[src/rtl/fifo_rd_stream.sv]
// Read-side streaming adapter: pulls words from a show-ahead FIFO
// into a 2-entry skid buffer and presents them on a valid/ready port.
module fifo_rd_stream #(
  parameter int DBITWIDTH = 32,
  parameter int CNT_WIDTH = 16
) (
  input  logic                 clk,
  input  logic                 clr,
  input  logic                 enable,
  input  logic                 fifo_empty,
  input  logic [DBITWIDTH-1:0] fifo_rdata,
  output logic                 fifo_read,
  output logic                 out_valid,
  output logic [DBITWIDTH-1:0] out_data,
  input  logic                 out_ready,
  output logic [CNT_WIDTH-1:0] word_cnt,
  output logic                 busy
);

  typedef enum logic [1:0] {
    EMPTY = 2'd0,
    ONE   = 2'd1,
    TWO   = 2'd2
  } state_t;

  state_t               state;
  state_t               state_nxt;
  logic [DBITWIDTH-1:0] head;
  logic [DBITWIDTH-1:0] tail;
  logic [DBITWIDTH-1:0] head_nxt;
  logic [DBITWIDTH-1:0] tail_nxt;
  logic                 pop;

  // Read decision uses only registered state, never out_ready.
  assign fifo_read = enable & ~fifo_empty & ~clr & (state != TWO);
  assign out_valid = (state != EMPTY);
  assign busy      = out_valid;
  assign out_data  = head;
  assign pop       = out_valid & out_ready;

  always_comb begin
    state_nxt = state;
    head_nxt  = head;
    tail_nxt  = tail;
    unique case (state)
      EMPTY: begin
        if (fifo_read) begin
          state_nxt = ONE;
          head_nxt  = fifo_rdata;
        end
      end
      ONE: begin
        unique case (1'b1)
          fifo_read && !pop: begin
            state_nxt = TWO;
            tail_nxt  = fifo_rdata;
          end
          !fifo_read && pop: begin
            state_nxt = EMPTY;
          end
          fifo_read && pop: begin
            head_nxt  = fifo_rdata;
          end
          default: ;
        endcase
      end
      TWO: begin
        if (pop) begin
          state_nxt = ONE;
          head_nxt  = tail;
        end
      end
      default: state_nxt = EMPTY;
    endcase
  end

  always_ff @(posedge clk) begin
    if (clr) begin
      state    <= EMPTY;
      word_cnt <= '0;
    end else begin
      state    <= state_nxt;
      word_cnt <= word_cnt + {{(CNT_WIDTH-1){1'b0}}, pop};
    end
  end

  // Payload registers carry no reset; contents are ignored while EMPTY.
  always_ff @(posedge clk) begin
    head <= head_nxt;
    tail <= tail_nxt;
  end

endmodule

[config.mk]
export PLATFORM = sky130hd
export DESIGN_NAME = fifo_rd_stream
export DESIGN_NICKNAME = d
export VERILOG_FILES = /design/src/rtl/fifo_rd_stream.sv
export SDC_FILE = /design/constraint.sdc
export NUM_CORES = 1
export LEC_CHECK = 0
export CORE_ASPECT_RATIO = 2
export CORE_UTILIZATION = 46
export DETAILED_ROUTE_END_ITERATION = 8
export MAX_ROUTING_LAYER = met4
export PLACE_DENSITY = 0.77
export SLEW_MARGIN = 5
export SYNTH_ARGS = -nofsm -noshare
export SYNTH_HDL_FRONTEND = slang
export SYNTH_SLANG_ARGS = --single-unit
[constraint.sdc]
create_clock -name clk -period 4.9 [get_ports clk]
set_clock_uncertainty 0.2 [all_clocks]
set_input_delay 0.98 -clock clk [delete_from_list [all_inputs] [get_ports clk]]
set_output_delay 0.98 -clock clk [all_outputs]
set_load 0.01 [all_outputs]
Yosys cells after proc, flatten, opt, wreduce, memory -nomap -nowiden
Index checks and enable logic that the tools add are counted.
Widths: inputs -> output; s select.
- bits in registers: 82
- input bits: 37
- logic and storage cells: 37
- $add $sub $neg: 1
- equality and inequality tests: 7
- multiplexer cells: 8
- bitwise gates (word level): 6
- reductions and logical operators: 11
- operators by type and width (kind ; count):
    $mux 32 ; 3
    $pmux 32 s3 ; 1
    $add 16x1->16 ; 1
    $ne 2x2->1 const B ; 4
    $pmux 2 s3 ; 1
    $and 1x1->1 ; 4
    $mux 2 ; 2
    $pmux 2 s2 ; 1
    $reduce_and 4->1 ; 1
    $logic_and 1x1->1 ; 3
    $ne 3x3->1 const B ; 1
    $reduce_and 3->1 ; 1
    $reduce_bool 3->1 ; 1
    $eq 2x1->1 const B ; 1
    $eq 2x2->1 const B ; 1
    $logic_not 1->1 ; 2
    $logic_not 2->1 ; 1
    $not 1->1 ; 2
    $reduce_and 2->1 ; 1
    $reduce_bool 2->1 ; 1

Logic depth before layout (Yosys ltp)
Gate-level depths: netlist of the first run.
- depth in word-level cells: 8
- depth in mapped cells: 9

Worst setup path before layout of the first run
Ideal clock, no wire load.
- path type: input to register
- from: in clr
- to: reg head[0] (netlist: out_data[0]) (enable)
- arrival: 3811 ps
- required time: 4230 ps
- slack: 419 ps
- cell stages on the path: 3
- path buffers: 1
- cell sequence: clkbuf_1 -> nand2b_1 -> o31ai_1
- word-level cells in the longest chain between the ends: 6
- elaborated cells on any way between the ends: 7
- ends and longest elaborated chain (element ; line ; RTL):
    start: declaration ; 8 ; input logic clr,
    $not 1->1 * ; 35 ; assign fifo_read = enable & ~fifo_empty & ~clr & (state != TWO);
    $and 1x1->1 * (2 in a row) ; 35 ;
    $logic_and 1x1->1 ; 61 ; fifo_read && pop: begin
    $ne 2x2->1 (no line) ; - ;
    $reduce_and 4->1 (no line) * ; - ;
    end signal: assignment ; 89 ; head <= head_nxt;
    end: declaration ; 28 ; logic [DBITWIDTH-1:0] head;
Every way passes the cells marked *; elsewhere a longest branch is shown, timed or not.
A chain may end at the register's enable or synchronous reset.

Final worst setup path of the first run
- from: in enable
- to: out fifo_read
- word-level cells in the longest chain between the ends: 3
- ends and longest elaborated chain (element ; line ; RTL):
    start: declaration ; 9 ; input logic enable,
    $and 1x1->1 (3 in a row) ; 35 ;
    end: declaration ; 12 ; output logic fifo_read,
Every way passes these cells.

==> out/results.ini, run 1 <==
[status]
run_status=complete, no violations

[finish]
drive_above_1_share=0.154
area_growth_pct=38.2
antenna_cells=0
nets=329
final_cells=381

[logic_synthesis]
synth-compound-area-share=0.0160
synth_adder_area_share=0.00779
syn_area_um2=3210
syn_inst=196
syn_nets=235
synth_xor_area_frac=0.0300
synthSimpleGateAreaFrac=0.0958
syn_avg_cell_area_um2=16.4
yosysSeqAreaShare=0.710
synth_top_family_by_area=multiplexers
yosysWarnings=0
synth.distinct_cells=33
synthMuxAreaShare=0.118
synth_seq_cells=82

[clocking]
clock-root-buffer=clkbuf_16
path_clk_slew_ns=0.06
cts_tree=built
insertion_delay_ns=0.32
post-cts-setup-buffer-count=0
ctsHoldBuffers=0
cts_buffers=9
htreeDepth=3
ctsResizeCount=0
cts_buffer_depth=2
numClockSinks=82

[sta]
slew_viol_final=0
setup_viol=0
max_slew_margin=0.699
fin_crit_ns=3.77
fmax_ghz=0.265
period_share=0.769
rsz0062_at_grt=false
final-hold-violation-count=0
fin_tns_setup_ns=0
worst_slew_pin_slew_ns=0.451

[floorplanning]
start_util=0.481
num_rows=42
coreArea_um2=6670
dieWidth_um=61.1
ioPinCount=88
fp.dieH_um=120
fp.dieArea_um2=7340

[drt]
drt-pass1-iter-count=5
postRouteAntennaNets=0
wl_um=5950
wl_per_cell_um=15.6
vias_per_cell=4.96
drc=0
vias=1890
drt-initial-drc-count=82

[pwr]
p_sw_uw=271
p_comb_frac=0.064
seq_power_share=0.539
p_int_mw=1.15
cellPowerDensity_nw_per_um2=321
swShare=0.190
vdd_drop_max_uv=259
p_leak_nw=1.47
pwr-share-clk=0.397
power_mw=1.43

[setup_path]
worstSetupStartpointType=input pin
critical_path_class=in -> out
arrival_ns=2.59
cp_max_fo=4
endpoint_kind=output pin
cp.required_ns=3.72

[global_routing]
grt.overflow.total=0
grt_pass1_wl_um=9320
grt_pass1_vias=1946
antenna_found_initial=0
grt_max_degree=34
grt_use_total=0.181

[place]
portBuffers=87
dpl.cell_count=367
place_congestion=0.737
dpl.hpwl_um=4010

[hold_path]
hp-class=reg -> reg

[run]
drv_cap=0

-- Yosys cell counts --
| cell | number | area [um^2] |
|---|---|---|
| a21oi_1 | 4 | 20.0 |
| and2_1 | 1 | 6.26 |
| buf_1 | 1 | 3.75 |
| buf_2 | 2 | 10.0 |
| buf_4 | 1 | 7.51 |
| buf_6 | 3 | 33.8 |
| clkbuf_1 | 1 | 3.75 |
| dfxtp_1 | 18 | 360 |
| edfxtp_1 | 64 | 1920 |
| ha_1 | 2 | 25.0 |
| inv_1 | 3 | 11.3 |
| mux2_1 | 15 | 169 |
| mux2_2 | 17 | 191 |
| mux2i_1 | 2 | 20.0 |
| nand2_1 | 3 | 11.3 |
| nand2b_1 | 1 | 6.26 |
| nand3_1 | 3 | 15.0 |
| nand3_2 | 2 | 20.0 |
| nand3b_1 | 1 | 7.51 |
| nand4_1 | 1 | 6.26 |
| nand4_4 | 2 | 42.5 |
| nor2_1 | 14 | 52.6 |
| nor2b_1 | 6 | 37.5 |
| nor3_1 | 4 | 20.0 |
| nor3b_1 | 1 | 7.51 |
| nor4_2 | 4 | 50.1 |
| o21ai_0 | 3 | 15.0 |
| o22a_1 | 1 | 8.76 |
| o31ai_1 | 1 | 7.51 |
| or2_2 | 1 | 6.26 |
| or3_1 | 3 | 18.8 |
| xnor2_1 | 10 | 87.6 |
| xor2_1 | 1 | 8.76 |
-- area by class of cell --
type                    count  area [um^2]
fillers                   512         2230
flip-flops and latches     82         2280
multi-input cells         103          887
clock inverters             4         21.3
well taps                  88          110
repair buffers             91          901
clock buffers              10          229
inverters                   3         11.3
-- power groups by stage --
| stage | clock network, mW | logic (mW) | registers, mW |
|---|---|---|---|
| 5_1_grt | 0.607 | 0.0986 | 0.769 |
| 6_report | 0.566 | 0.0908 | 0.768 |
| 2_1_floorplan | 0 | 0.0279 | 0.788 |
| 3_3_place_gp | 0 | 0.0897 | 0.783 |
| 3_5_place_dp | 0 | 0.0917 | 0.783 |
| 4_1_cts | 0.582 | 0.0925 | 0.768 |
-- registers in the layout, indices dropped and copies added, names as in the netlist --
signal	flops
state	2
word_cnt	16
out_data	32
tail	32
-- cell usage in the layout (no fill, tap or decap), types with 3 or more instances in the layout --
cell,count
mux2_1,15
clkdlybuf4s50_1,87
xnor2_1,10
inv_1,3
nor4_2,4
or3_1,3
mux2_2,17
nor2_1,14
nand2_1,3
nor3_1,4
dfxtp_1,18
nor2b_1,5
clkbuf_16,9
o21ai_0,3
buf_4,4
edfxtp_1,64
a21oi_1,4
nand3_1,3
-- path summary, 6_finish.rpt --
kind,to,start,cells past startpoint,slack (ns)
setup reg to reg,word_cnt[14],state[1],8,2.53
hold reg to reg,out_data[11],tail[11],1,0.33
hold / removal,out_data[11],tail[11],1,0.33
setup / recovery,fifo_read,enable,5,1.13
-- through the flow --
stage                     hold slack [ns]  utilization  worst slack (ns)  area [um^2]
after CTS                           0.333        0.666              1.11         4440
after floorplan                     0.308            -             0.419         3210
after detailed placement            0.323        0.628              1.12         4190
after global routing                0.349        0.666              1.04         4440
after global placement              0.314        0.628              1.18         4190
final                               0.325        0.666              1.13         4440
-- routing by layer --
metal / part of all wire / vias up / GRT usage
li1: - / 914 / -
met1: 0.39 / 911 / 0.200
met2: 0.55 / 63 / 0.298
met3: 0.048 / 2 / 0.0449
met4: 0.0086 / 0 / 0.0767
met5: 0 / - / -
-- kinds of logic (layout without fill, tap and decap cells) --
family / count (synthesis) / after routing
AND/OR/NAND/NOR: 47 / 47
XOR/XNOR: 11 / 11
buffers and inverters: 11 / 108
adder cells (fa/ha/maj): 2 / 2
AO/OA/AOI/OAI: 9 / 9
flip-flops: 82 / 82
multiplexers: 34 / 34
-- critical path, stage by stage --
cell,delay [ns]
clkdlybuf4s50_1,0.44
nor2b_1,0.28
nand2b_1,0.20
nor2_1,0.14
clkdlybuf4s50_1,0.55
Power figures use the tool's default switching activity.
==> run 2, diff against run 1 <==
==> constraint.sdc (replaced) <==
create_clock -name clk -period 3.7 [get_ports clk]
set_clock_uncertainty 0.2 [all_clocks]
set_input_delay 0.74 -clock clk [delete_from_list [all_inputs] [get_ports clk]]
set_output_delay 0.74 -clock clk [all_outputs]
set_load 0.01 [all_outputs]
==> out/results.ini, run 2 (synthesized netlist as in run 1, its figures left out) <==
[status]
run_status=complete, no violations  ; unchanged

[pwr]
seq_power_share=0.516  ; was 0.539
power_mw=1.97  ; was 1.43 mW
pwr-share-clk=0.423  ; was 0.397
p_leak_nw=1.48  ; was 1.47 nW
swShare=0.185  ; was 0.190
p_comb_frac=0.061  ; was 0.064
vdd_drop_max_uv=380  ; was 259 uV
p_sw_uw=365  ; was 271 uW
cellPowerDensity_nw_per_um2=440  ; was 321 nW/um^2
p_int_mw=1.60  ; was 1.15 mW

[setup_path]
cp_max_fo=4  ; unchanged
critical_path_class=in -> out  ; unchanged
endpoint_kind=output pin  ; unchanged
reg2reg_from=state[1]  ; unchanged
crit_start=enable  ; unchanged
reg2reg_depth=8  ; unchanged
worstSetupStartpointType=input pin  ; unchanged
r2r-end=word_cnt[14]  ; unchanged
cp.required_ns=2.76  ; was 3.72 ns
r2r_setup_slack_ns=1.29  ; was 2.53 ns
arrival_ns=2.36  ; was 2.59 ns

[global_routing]
grt_pass1_vias=1911  ; was 1946
grt_use_total=0.181  ; about the same
grt_pass1_wl_um=9110  ; was 9320 um
grt.overflow.total=0  ; unchanged
antenna_found_initial=0  ; unchanged
grt_max_degree=34  ; unchanged

[hold_path]
hold_path_depth=1  ; unchanged
holdPathEnd=out_data[16]  ; was out_data[11]
holdCritStartpoint=tail[16]  ; was tail[11]
hp-class=reg -> reg  ; unchanged

[floorplanning]
ioPinCount=88  ; unchanged
start_util=0.481  ; unchanged
dieWidth_um=61.1  ; unchanged
coreArea_um2=6670  ; unchanged
num_rows=42  ; unchanged
fp.dieArea_um2=7340  ; unchanged
fp.dieH_um=120  ; unchanged

[sta]
fin_crit_ns=3.30
slew_viol_final=0  ; unchanged
max_slew_margin=0.704  ; was 0.699
rsz0062_at_grt=false  ; unchanged
hold_slack_ns=0.335  ; was 0.325 ns
fmax_ghz=0.303
worst_slew_pin_slew_ns=0.444  ; was 0.451 ns
period_share=0.893
final-hold-violation-count=0  ; unchanged
fin_tns_setup_ns=0  ; unchanged
setup_viol=0  ; unchanged

[drt]
drc=0  ; unchanged
vias=1901  ; was 1890
vias_per_cell=4.96  ; about the same
drt-initial-drc-count=45  ; was 82
wl_per_cell_um=15.4  ; was 15.6 um
postRouteAntennaNets=0  ; unchanged
drt-pass1-iter-count=4  ; was 5
wl_um=5910  ; was 5950 um

[finish]
antenna_cells=0  ; unchanged
seqCellArea_um2=2280  ; unchanged
area_growth_pct=39.3  ; was 38.2%
nets=329  ; unchanged
final_common_cell=clkdlybuf4s50_1  ; unchanged
mostFrequentLayoutCells=87 x clkdlybuf4s50_1, 64 x edfxtp_1, 18 x dfxtp_1  ; unchanged
fin_area_um2=4480  ; was 4440 um^2
nFillCells=501  ; was 512
multi_input_area_um2=893  ; was 887 um^2
final_cells=383  ; was 381
drive_above_1_share=0.149  ; was 0.154

[place]
postPlaceCellArea_um2=4200  ; was 4190 um^2
dpl.hpwl_um=4150  ; was 4010 um
portBuffers=87  ; unchanged
dpl.cell_count=367  ; unchanged
place_congestion=0.720  ; was 0.737

[clocking]
post-cts-setup-buffer-count=0  ; unchanged
htreeDepth=3  ; unchanged
ctsHoldBuffers=0  ; unchanged
path_clk_slew_ns=0.06  ; about the same
ctsResizeCount=0  ; unchanged
clock-root-buffer=clkbuf_16  ; unchanged
cts_tree=built  ; unchanged
cts_buffers=9  ; unchanged
numClockSinks=82  ; unchanged
insertion_delay_ns=0.33  ; was 0.32 ns
cts_buffer_depth=2  ; unchanged

[run]
drv_cap=0  ; unchanged

## run 2: worst max-delay path by stage
stage	to	slack, ns	depth (start not counted)
after floorplan	out_data[0]	0.43	3
after global placement	fifo_read	0.43	5
after detailed placement	fifo_read	0.38	5
after CTS	fifo_read	0.37	5
after global routing	fifo_read	0.27	5
final	fifo_read	0.40	5
## run 2: stage by stage
stage	setup slack, ns	utilization
after floorplan	0.431	-
after detailed placement	0.378	0.629
after global placement	0.434	0.629
after global routing	0.273	0.671
final	0.395	0.671
after CTS	0.372	0.671
## run 2: routing by layer
| metal | GRT usage | up-vias | wire, um |
|---|---|---|---|
| met5 | - | - | 0 |
| met4 | 0.0852 | 0 | 115 |
| met3 | 0.0406 | 9 | 264 |
| met2 | 0.305 | 67 | 3220 |
| met1 | 0.192 | 909 | 2310 |
| li1 | - | 916 | - |
## run 2: cell type report
| cell class | count | share of cell area |
|---|---|---|
| Inverter | 3 | 0.00252 |
| Clock buffer | 12 | 0.0528 |
| Sequential cell | 82 | 0.510 |
| Multi-Input combinational cell | 103 | 0.200 |
| Tap cell | 88 | 0.0246 |
| Timing Repair Buffer | 91 | 0.201 |
| Clock inverter | 4 | 0.00950 |
## run 2: worst max-delay path, stage by stage
cell             delay (ns)
clkdlybuf4s50_1        0.45
nor2b_1                0.27
nand2b_1               0.21
nor2_1                 0.14
clkdlybuf4s50_1        0.55
## run 2: power by group through the flow
stage / Clock [mW] / Combinational [mW] / Sequential, mW
3_3_place_gp: 0 / 0.119 / 1.04
2_1_floorplan: 0 / 0.0375 / 1.04
4_1_cts: 0.854 / 0.123 / 1.02
5_1_grt: 0.882 / 0.131 / 1.02
6_report: 0.832 / 0.120 / 1.02
3_5_place_dp: 0 / 0.122 / 1.04
==> run 3, diff against run 2 <==
==> constraint.sdc (replaced) <==
create_clock -name clk -period 3.7 [get_ports clk]
set_clock_uncertainty 0.2 [all_clocks]
set_input_delay 0.37 -clock clk [delete_from_list [all_inputs] [get_ports clk]]
set_output_delay 0.37 -clock clk [all_outputs]
set_load 0.01 [all_outputs]
==> out/results.ini, run 3 (synthesized netlist as in run 1, its figures left out) <==
[drt]
drt-initial-drc-count=35  ; was 45
vias_per_cell=5.03  ; was 4.96
met1_length_um=2180  ; was 2310 um
vias=1925  ; was 1901
drt-pass1-iter-count=4  ; unchanged
wl_per_cell_um=15.3  ; was 15.4 um
wl_met3_um=298  ; was 264 um
postRouteAntennaNets=0  ; unchanged
wl_um=5860  ; was 5910 um
drc=0  ; unchanged
wl_met2_um=3220  ; unchanged
top_layer=met4  ; unchanged

[global_routing]
antenna_found_initial=0  ; unchanged
grt_max_degree=34  ; unchanged
grt_use_total=0.183  ; was 0.181
grt_pass1_wl_um=9320  ; was 9110 um
grt_pass1_vias=1936  ; was 1911
grt.overflow.total=0  ; unchanged

[hold_path]
hp-class=reg -> reg  ; unchanged
holdCritStartpoint=tail[14]  ; was tail[16]

[sta]
setup_viol=0  ; unchanged
period_share=0.695  ; was 0.893
fin_crit_ns=2.57  ; was 3.30 ns
rsz0062_at_grt=false  ; unchanged
final-hold-violation-count=0  ; unchanged
worst_slew_pin_slew_ns=0.431  ; was 0.444 ns
max_slew_margin=0.713  ; was 0.704
fin_tns_setup_ns=0  ; unchanged
fin_ws_ns=1.13  ; was 0.395 ns
fmax_ghz=0.389  ; was 0.303 GHz
slew_viol_final=0  ; unchanged

[setup_path]
crit_start=enable  ; unchanged
endpoint_kind=output pin  ; unchanged
arrival_ns=2.00  ; was 2.36 ns
worstSetupStartpointType=input pin  ; unchanged
cp_max_fo=4  ; unchanged
cp.required_ns=3.13  ; was 2.76 ns
critical_path_class=in -> out  ; unchanged
reg2reg_from=state[1]  ; unchanged

[run]
drv_cap=0  ; unchanged

[clocking]
cts_tree=built  ; unchanged
htreeDepth=3  ; unchanged
post-cts-setup-buffer-count=0  ; unchanged
cts_buffer_depth=2  ; unchanged
ctsHoldBuffers=0  ; unchanged
cts_buffers=9  ; unchanged
numClockSinks=82  ; unchanged
ctsResizeCount=0  ; unchanged
clock-root-buffer=clkbuf_16  ; unchanged
path_clk_slew_ns=0.05  ; was 0.06 ns
insertion_delay_ns=0.33  ; about the same

[finish]
final_cells=383  ; unchanged
drive_above_1_share=0.156  ; was 0.149
final_common_cell=clkdlybuf4s50_1  ; unchanged
mostFrequentLayoutCells=87 x clkdlybuf4s50_1, 64 x edfxtp_1, 18 x dfxtp_1  ; unchanged
nets=329  ; unchanged
fin_area_um2=4510  ; was 4480 um^2
nFillCells=512  ; was 501
antenna_cells=0  ; unchanged
seqCellArea_um2=2280  ; unchanged
multi_input_area_um2=893  ; unchanged
area_growth_pct=40.3  ; was 39.3%

[floorplanning]
start_util=0.481  ; unchanged
ioPinCount=88  ; unchanged
coreArea_um2=6670  ; unchanged
fp.dieArea_um2=7340  ; unchanged
num_rows=42  ; unchanged
fp.dieH_um=120  ; unchanged
dieWidth_um=61.1  ; unchanged

[place]
dpl.cell_count=367  ; unchanged
dpl.hpwl_um=4110  ; was 4150 um
postPlaceCellArea_um2=4200  ; unchanged
place_congestion=0.717  ; was 0.720
portBuffers=87  ; unchanged
pre_cts_slack_ns=1.08  ; was 0.378 ns

[status]
run_status=complete, no violations  ; unchanged

[pwr]
vdd_drop_max_uv=264  ; was 380 uV
p_leak_nw=1.50  ; was 1.48 nW
power_mw=2.05  ; was 1.97 mW
cellPowerDensity_nw_per_um2=454  ; was 440 nW/um^2

## run 3: changes by cell type in the layout (fill, tap and decap cells not counted), sizes merged
cell,change
clkbuf,-2
bufinv,+1
clkinv,+1
## run 3: worst paths after layout
path,endpoint,slack [ns],cells after the start
worst max-delay path,fifo_read,1.13,5
worst min-delay path,out_data[14],0.34,1
worst max register to register,word_cnt[14],1.31,8
worst min register to register,out_data[14],0.34,1
## run 3: layout make-up
| cell class | count | area share |
|---|---|---|
| flip-flops and latches | 82 | 0.506 |
| repair buffers | 91 | 0.200 |
| inverters | 3 | 0.00250 |
| clock inverters | 6 | 0.0180 |
| well taps | 88 | 0.0244 |
| multi-input cells | 103 | 0.198 |
| clock buffers | 10 | 0.0508 |
## run 3: power breakdown
part           switching, mW  total (mW)  internal, mW
clock network          0.322       0.907         0.586
registers            0.00611        1.02          1.01
logic                 0.0440       0.120        0.0765
## run 3: critical path, cell delays in order
cell and delay, ns:
clkdlybuf4s50_1 0.44, nor2b_1 0.27, nand2b_1 0.21, nor2_1 0.15, clkdlybuf4s50_1 0.55
## run 3: routing by layer
metal / track usage / up-vias
met3: 0.0503 / 13
met1: 0.195 / 927
met5: - / -
li1: - / 918
met2: 0.302 / 67
met4: 0.0866 / 0
## run 3: metrics by stage
stage | util | hold slack, ns
after floorplan | - | 0.249
after global placement | 0.629 | 0.304
after detailed placement | 0.629 | 0.323
after CTS | 0.675 | 0.342
after global routing | 0.675 | 0.348
final | 0.675 | 0.336
